$ cat src/rtl/fuzzy_t2_engine.sv
// Interval type-2 fuzzy inference engine: sequential scan of N_MF*N_MF rules
// followed by a restoring divide (Nie-Tan type reduction) with start/ready/valid.
module fuzzy_t2_engine #(
  parameter int          W       = 8,
  parameter int          N_MF    = 3,
  parameter logic [W-1:0] DEFAULT = 8'h80,
  localparam int         R       = N_MF * N_MF,
  localparam int         CNTW    = $clog2(R + 1)
) (
  input  logic                clk_0,
  input  logic                Srst,
  input  logic                start,
  output logic                ready,
  input  logic [N_MF*W-1:0]   g1_up,
  input  logic [N_MF*W-1:0]   g1_low,
  input  logic [N_MF*W-1:0]   g2_up,
  input  logic [N_MF*W-1:0]   g2_low,
  input  logic [R*W-1:0]      cons_c,
  output logic [W-1:0]        y_out,
  output logic                valid,
  output logic                no_fire,
  output logic [CNTW-1:0]     rule_cnt
);

  localparam int LR = $clog2(R);
  localparam int NW = 2 * W + 1 + LR;
  localparam int DW = W + 1 + LR;
  localparam int PW = 2 * W + 1;
  localparam int IW = (N_MF > 1) ? $clog2(N_MF) : 1;
  localparam int BW = (W > 1) ? $clog2(W) : 1;

  typedef enum logic [2:0] {IDLE, LOAD, SCAN, DIV, DONE} state_t;

  function automatic logic [W-1:0] umin(input logic [W-1:0] a, input logic [W-1:0] b);
    return (a < b) ? a : b;
  endfunction

  state_t            state_q, state_d;
  logic              ready_q, ready_d;
  logic              valid_q, valid_d;
  logic              no_fire_q, no_fire_d;
  logic [W-1:0]      y_q, y_d;
  logic [CNTW-1:0]   rule_cnt_q, rule_cnt_d;
  logic [CNTW-1:0]   cnt_q, cnt_d;
  logic [NW-1:0]     num_q, num_d;
  logic [DW-1:0]     den_q, den_d;
  logic [IW-1:0]     i_q, i_d, j_q, j_d;
  logic [BW-1:0]     bit_q, bit_d;
  logic [N_MF*W-1:0] g1u_q, g1u_d, g1l_q, g1l_d, g2u_q, g2u_d, g2l_q, g2l_d;
  logic [R*W-1:0]    cons_q, cons_d;

  logic [W-1:0]  u1, l1, u2, l2, lo1, lo2, fu, fl, c_sel;
  logic [W:0]    wsum;
  logic [PW-1:0] prod;
  logic [DW:0]   trial, diff;
  logic          qbit;
  logic [DW-1:0] rem_new;

  // Rule evaluation for the current (i,j); lower grades clamped to their upper.
  always_comb begin
    u1    = g1u_q[int'(i_q)*W +: W];
    l1    = g1l_q[int'(i_q)*W +: W];
    u2    = g2u_q[int'(j_q)*W +: W];
    l2    = g2l_q[int'(j_q)*W +: W];
    c_sel = cons_q[(int'(i_q)*N_MF + int'(j_q))*W +: W];
    lo1   = umin(l1, u1);
    lo2   = umin(l2, u2);
    fu    = umin(u1, u2);
    fl    = umin(lo1, lo2);
    wsum  = {1'b0, fu} + {1'b0, fl};
    prod  = PW'(wsum) * PW'(c_sel);
  end

  // Restoring divide step: upper NUM bits are the partial remainder, lower W bits
  // shift out dividend bits and shift in quotient bits.
  always_comb begin
    trial   = {num_q[NW-1:W], num_q[W-1]};
    diff    = trial - {1'b0, den_q};
    qbit    = ~diff[DW];
    rem_new = qbit ? diff[DW-1:0] : trial[DW-1:0];
  end

  always_comb begin
    state_d    = state_q;
    ready_d    = ready_q;
    valid_d    = 1'b0;
    no_fire_d  = no_fire_q;
    y_d        = y_q;
    rule_cnt_d = rule_cnt_q;
    cnt_d      = cnt_q;
    num_d      = num_q;
    den_d      = den_q;
    i_d        = i_q;
    j_d        = j_q;
    bit_d      = bit_q;
    g1u_d      = g1u_q;
    g1l_d      = g1l_q;
    g2u_d      = g2u_q;
    g2l_d      = g2l_q;
    cons_d     = cons_q;
    case (state_q)
      IDLE: begin
        ready_d = 1'b1;
        if (start && ready_q) begin
          state_d = LOAD;
          ready_d = 1'b0;
          num_d   = '0;
          den_d   = '0;
          cnt_d   = '0;
        end
      end
      LOAD: begin
        g1u_d   = g1_up;
        g1l_d   = g1_low;
        g2u_d   = g2_up;
        g2l_d   = g2_low;
        cons_d  = cons_c;
        i_d     = '0;
        j_d     = '0;
        state_d = SCAN;
      end
      SCAN: begin
        if (fu != '0) begin
          num_d = num_q + NW'(prod);
          den_d = den_q + DW'(wsum);
          cnt_d = cnt_q + CNTW'(1);
        end
        if (j_q == IW'(N_MF - 1)) begin
          j_d = '0;
          if (i_q == IW'(N_MF - 1)) begin
            i_d     = '0;
            bit_d   = '0;
            state_d = DIV;
          end else begin
            i_d = i_q + IW'(1);
          end
        end else begin
          j_d = j_q + IW'(1);
        end
      end
      DIV: begin
        if (den_q != '0) num_d = {rem_new, num_q[W-2:0], qbit};
        bit_d = bit_q + BW'(1);
        if (bit_q == BW'(W - 1)) state_d = DONE;
      end
      DONE: begin
        y_d        = (den_q == '0) ? DEFAULT : num_q[W-1:0];
        no_fire_d  = (den_q == '0);
        rule_cnt_d = cnt_q;
        valid_d    = 1'b1;
        state_d    = IDLE;
      end
      default: state_d = IDLE;
    endcase
  end

  always_ff @(posedge clk_0) begin
    if (!Srst) begin
      state_q    <= IDLE;
      ready_q    <= 1'b1;
      valid_q    <= 1'b0;
      no_fire_q  <= 1'b0;
      y_q        <= '0;
      rule_cnt_q <= '0;
      cnt_q      <= '0;
      num_q      <= '0;
      den_q      <= '0;
      i_q        <= '0;
      j_q        <= '0;
      bit_q      <= '0;
    end else begin
      state_q    <= state_d;
      ready_q    <= ready_d;
      valid_q    <= valid_d;
      no_fire_q  <= no_fire_d;
      y_q        <= y_d;
      rule_cnt_q <= rule_cnt_d;
      cnt_q      <= cnt_d;
      num_q      <= num_d;
      den_q      <= den_d;
      i_q        <= i_d;
      j_q        <= j_d;
      bit_q      <= bit_d;
    end
  end

  // Captured operands: only meaningful after LOAD, so left unreset.
  always_ff @(posedge clk_0) begin
    g1u_q  <= g1u_d;
    g1l_q  <= g1l_d;
    g2u_q  <= g2u_d;
    g2l_q  <= g2l_d;
    cons_q <= cons_d;
  end

  assign ready    = ready_q;
  assign valid    = valid_q;
  assign no_fire  = no_fire_q;
  assign y_out    = y_q;
  assign rule_cnt = rule_cnt_q;

endmodule

$ cat config.mk
export PLATFORM = sky130hd
export DESIGN_NAME = fuzzy_t2_engine
export DESIGN_NICKNAME = d
export VERILOG_FILES = /design/src/rtl/fuzzy_t2_engine.sv
export SDC_FILE = /design/constraint.sdc
export NUM_CORES = 1
export LEC_CHECK = 0
export BUFFER_PORTS_ARGS = -buffer_cell sky130_fd_sc_hd__buf_2
export CAP_MARGIN = 30
export CORE_UTILIZATION = 64
export CTS_CLUSTER_DIAMETER = 100
export DETAILED_ROUTE_END_ITERATION = 16
export GPL_TIMING_DRIVEN = 0
export PLACE_DENSITY = 0.86
export SETUP_SLACK_MARGIN = 0.02
export SKIP_LAST_GASP = 1
export SLEW_MARGIN = 20
export SYNTH_ARGS = -nofsm -noshare
export SYNTH_HDL_FRONTEND = slang
export SYNTH_SLANG_ARGS = --single-unit
$ cat constraint.sdc
create_clock -name clk_0 -period 20.2 [get_ports clk_0]
set_input_delay 5.05 -clock clk_0 [delete_from_list [all_inputs] [get_ports clk_0]]
set_output_delay 5.05 -clock clk_0 [all_outputs]
set_load 0.1 [all_outputs]
== Word-level counts from Yosys, hierarchy flattened ==
Cells that the tools add are included.

* Add/sub/neg operators: 9
* Multipliers: 2
* $lt $le $gt $ge: 4
* Eq/ne operators: 13
* Shift operators: 5
* Multiplexer cells: 31
* Bitwise logic cells: 1
* Reduce and logical (&&, ||, !) cells: 14

{| class="wikitable"
|+ Operators by type and width
! operator !! number
|-
| $shiftx A24 B6 Y8 || 4
|-
| $shiftx A72 B9 Y8 || 1
|-
| $mux W21 || 3
|-
| $pmux W21 S3 || 1
|-
| $mux W8 || 5
|-
| $mux W13 || 3
|-
| $lt A8 B8 Y1 || 4
|-
| $pmux W13 S2 || 1
|-
| $add A21 B17 Y21 || 1
|-
| $mux W3 || 6
|-
| $mul A9 B8 Y17 || 1
|-
| $sub A14 B13 Y14 || 1
|-
| $add A13 B9 Y13 || 1
|-
| $logic_not A13 Y1 || 1
|-
| $reduce_bool A13 Y1 || 1
|-
| $ne A2 B2 Y1 const B || 6
|-
| $pmux W3 S4 || 1
|-
| $add A8 B8 Y9 || 1
|-
| $mux W4 || 2
|-
| $pmux W2 S2 || 2
|-
| $pmux W4 S2 || 1
|-
| $reduce_and A4 Y1 || 2
|-
| $reduce_bool A8 Y1 || 1
|-
| $eq A3 B2 Y1 const B || 2
|-
| 18 further kinds || 27
|}

* Register bits after elaboration: 231
* Bits of input ports: 171
* Output and inout bits: 15

== Logic depth before layout (Yosys ltp) ==
* Word-level depth: 10
* Gate-level depth with buffers: 50
* Mapped depth without buffers: 47

== Worst setup path after synthesis ==
OpenSTA, ideal clock, no wires.

* Path kind: register -> register
* Start point: register j_q[0]
* End point: register num_q[19]
* Setup time: 0.140 ns
* Arrival time: 9.492 ns
* Required time: 20.060 ns
* Setup slack: 10.568 ns
* Cell stages (with the launch flop): 46
* Period minus slack after synthesis: 9.632 ns
* Cells stage by stage: dfxtp_1 > buf_2 > buf_2 > buf_1 > mux2i_1 > o21ai_0 > ha_1 > a21o_1 > a21oi_1 > nor2b_1 > nor4_4 > mux2i_1 > ha_1 > a21o_1 > a21o_1 > a21o_1 > inv_1 > o31a_1 > (+10 left out) > inv_1 > nand2_1 > fa_1 > inv_1 > fa_1 > fa_1 > inv_1 > fa_1 > inv_1 > ha_1 > and3_1 > a21oi_1 > a31oi_1 > nand4_1 > a31oi_1 > a21oi_1 > nor3_1 > a31oi_1

* Word-level cells in the longest chain between the ends: 10
* Elaborated cells between the ends (all ways): 18

{| class="wikitable"
|+ RTL lines
! item !! RTL line !! text
|-
| start: declaration || 47 || <nowiki>logic [IW-1:0] i_q, i_d, j_q, j_d;</nowiki>
|-
| start signal: assignment || 182 || <nowiki>j_q <= j_d;</nowiki>
|-
| $shiftx A24 B6 Y8, on equally long branches || 64, 63 ||
|-
| $lt A8 B8 Y1 || 35 || <nowiki>return (a < b) ? a : b;</nowiki>
|-
| $mux W8 || 35 ||
|-
| $lt A8 B8 Y1 || 35 ||
|-
| $mux W8 || 35 ||
|-
| $add A8 B8 Y9 || 70 || <nowiki>wsum = {1'b0, fu} + {1'b0, fl};</nowiki>
|-
| $mul A9 B8 Y17 || 71 || <nowiki>prod = PW'(wsum) * PW'(c_sel);</nowiki>
|-
| $add A21 B17 Y21 || 124 || <nowiki>num_d = num_q + NW'(prod);</nowiki>
|-
| $mux W21 || 123 || <nowiki>if (fu != '0) begin</nowiki>
|-
| $pmux W21 S3 || 101 || <nowiki>case (state_q)</nowiki>
|-
| end signal: assignment || 179 || <nowiki>num_q <= num_d;</nowiki>
|-
| end: declaration || 45 || <nowiki>logic [NW-1:0] num_q, num_d;</nowiki>
|}

Parallel ways exist; a longest one is shown, timed or not. The select of a mux whose other input is x is not followed.
A chain may end at the register's enable or synchronous reset.

== Worst setup path after layout ==
Ends and elaborated chain as after synthesis.

==> results.ini <==
[clock_tree]
cts_buffers = 24
clk_pin_slew_ps = 60
holdBufCountCts = 0
ctsResizeCount = 0
post_cts_buffers = 0
clk_path_buf_depth = 3
root_buffer = clkbuf_16
cts_tree = built
cts-htree-levels = 1
clk_latency_ps = 530
numClockSinks = 231

[routing]
dr.first_iter.drc_count = 819
num_vias = 11100
drc = 0
first_pass_iters = 5
wl_per_cell_um = 18.7
wl_um = 34500
viasPerCell = 6.01
antenna_left = 0

[global_route]
track_usage_pct = 30.0
grt_overflow = 0
antenna_found_initial = 1
grt_pass1_vias = 11600
grt_pass1_wl_um = 55700
grt_max_degree = 105

[final_layout]
fillers = 1463
area_delta_synth_final_pct = 14.3
drive_above_1_share_pct = 18.3
post-route-util_pct = 75.4
nets = 1888
final_area_mm2 = 0.0166

[logic_synthesis]
netlist_instances = 1336
synth_nets = 1677
synth-edff-count = 168
ys_types = 73
yosys-top-cells-area = edfxtp_1 35%, ha_1 9.3%, dfxtp_1 8.7%
yosysTopAreaCellShare_pct = 34.7
async_reset_ff_share_pct = 0
synth_area_leader_cell = edfxtp_1
synth_area_mm2 = 0.0145
yosys_warnings = 0
ys_seq_area_share_pct = 43.4
ys_seq_elements = 231
syn_area_per_cell_um2 = 10.9
ys.flop_type = edfxtp_1

[timing]
setup_violations = 0
rsz0062_at_grt = no
finalCriticalPeriod_ps = 11960
fin_worst_skew_ps = 23.7
fin_crit_sh_pct = 59.2
max_freq_ghz = 0.0836
hold_violations = 0
slew_headroom_pct = 35.0
setup_slack_ps = 8240
worst_pin_slew_ps = 975
drv_slew = 0
setup_tns_ps = 0

[floorplanning]
die_x_um = 153
die_h_um = 153
row_count = 54
start_util_pct = 66.0
dieArea_mm2 = 0.0233
core_area_mm2 = 0.0220
io_pins = 186

[critical_path]
reg2reg_slack_ps = 8240
slowest_delay_ps = 610
crit_slowest_cell = xor2_1
start_kind = register
cpMostUsedCell = a21oi_1
crit_arrival_ps = 12340
required_ps = 20580
rr_worst_depth = 45
cp_max_fo = 10
crit_type = register to register
rr_endpoint = num_q[19]
timing.rr.start = j_q[0]
cp-end-kind = register

[worst_hold_path]
hold_path.class = register to register
holdPathEnd = y_out[4]
hold_path_depth = 2
hp-start = y_out[4]

[placed_design]
port_buffers = 184
pre_cts_ws_ps = 8430
place.gp.congestion = 0.932
dp_hpwl_um = 26100
place_area_mm2 = 0.0158

[outcome]
status = finished clean

[flow_run]
cap_violations = 0

[worst max path at each step]
stage	depth (start not counted)	slack, ps	from	to
after global placement	45	8730	j_q[0]	num_q[19]
after detailed placement	45	8430	j_q[0]	num_q[19]
final	45	8240	j_q[0]	num_q[19]
after CTS	45	8390	j_q[0]	num_q[19]
after global routing	43	7480	j_q[0]	num_q[19]
after floorplan	45	10570	j_q[0]	num_q[19]
[layout by cell type (no fill, tap or decap), types with 62 or more instances in the layout]
cell,Yosys,layout
ha_1,108,108
nor2_1,108,108
inv_1,153,152
dfxtp_1,63,63
buf_2,6,190
fa_1,62,62
nand2_1,95,95
mux2i_1,63,63
edfxtp_1,168,168
a21oi_1,73,73
[layer usage]
| metal | share of wire [%] | up-vias | global-route usage [%] |
|---|---|---|---|
| met5 | 0 | - | 0 |
| met4 | 4.7 | 0 | 15.2 |
| met3 | 6.2 | 122 | 4.41 |
| met2 | 50 | 466 | 53.1 |
| met1 | 39 | 5333 | 35.8 |
| li1 | - | 5181 | - |
[critical path: cells and delay by family (launching register included)]
kind,cells,cell delay (ps)
muxes,3,920
and+or+nand+nor,6,1430
buffers and inverters,8,1640
DFF,1,440
AOI/OAI and AO/OA,19,3570
adders and majority gates,8,3210
xor gates and xnor gates,1,610
[cells by family (layout without fill, tap and decap cells)]
kind of cell,after synthesis,count (layout),share of synthesized area [%]
buffers and inverters,209,438,5.74
flip-flops,231,231,43.4
XOR/XNOR,32,32,1.93
AO/OA/AOI/OAI,251,251,11.7
AND/OR/NAND/NOR,352,352,11.6
adder cells (fa/ha/maj),170,170,17.8
other,0,1,0
multiplexers,91,91,7.78
[Yosys cell counts (6+ instances only)]
| cell type | count |
|---|---|
| mux2_2 | 11 |
| o21a_1 | 9 |
| mux4_2 | 16 |
| or3_1 | 6 |
| inv_1 | 153 |
| a2bb2oi_1 | 12 |
| ha_1 | 108 |
| nand3_1 | 34 |
| a21oi_1 | 73 |
| and3_1 | 10 |
| and2_1 | 6 |
| clkbuf_1 | 38 |
| mux2i_1 | 63 |
| edfxtp_1 | 168 |
| a21o_1 | 10 |
| nor2b_1 | 14 |
| a22oi_1 | 14 |
| nand4_1 | 13 |
| fa_1 | 62 |
| a31oi_1 | 15 |
| o2111ai_1 | 6 |
| o21ai_0 | 43 |
| o31a_1 | 7 |
| o211ai_1 | 8 |
| a21boi_0 | 8 |
| nor3_1 | 23 |
| nand2_1 | 95 |
| dfxtp_1 | 63 |
| nor2_1 | 108 |
| xnor2_1 | 18 |
| nand2b_1 | 13 |
| buf_2 | 6 |
| xor2_1 | 14 |
| nand3b_1 | 8 |
[stage by stage]
step                hold WS [ps]  std cells
floorplan                    446       1336
global placement             439       1800
detailed placement           449       1801
CTS                          455       1845
global route                 486       1846
finish                       457       1846
[registers in the layout (all words and copies together) (netlist names), 4 cells and up]
register  count
num_q        21
cnt_q         4
g1l_q        24
cons_q       72
den_q        13
g2l_q        24
g2u_q        24
rule_cnt      4
y_out         8
g1u_q        24
[final cells by class]
| type | count | area (µm²) | share of cell area, % |
|---|---|---|---|
| diodes | 1 | 2.50 | 0.0151 |
| plain buffers | 54 | 251 | 1.51 |
| clock buffers | 28 | 616 | 3.71 |
| clock inverters | 16 | 155 | 0.934 |
| inverters | 155 | 589 | 3.55 |
| multi-input cells | 896 | 7390 | 44.5 |
| flip-flops and latches | 231 | 6310 | 38.0 |
| well taps | 280 | 350 | 2.11 |
| repair buffers | 185 | 948 | 5.71 |
Power is left out: the tool's default activity adds up to more than one toggle a clock period on the data nets, which glitch-free logic cannot reach.
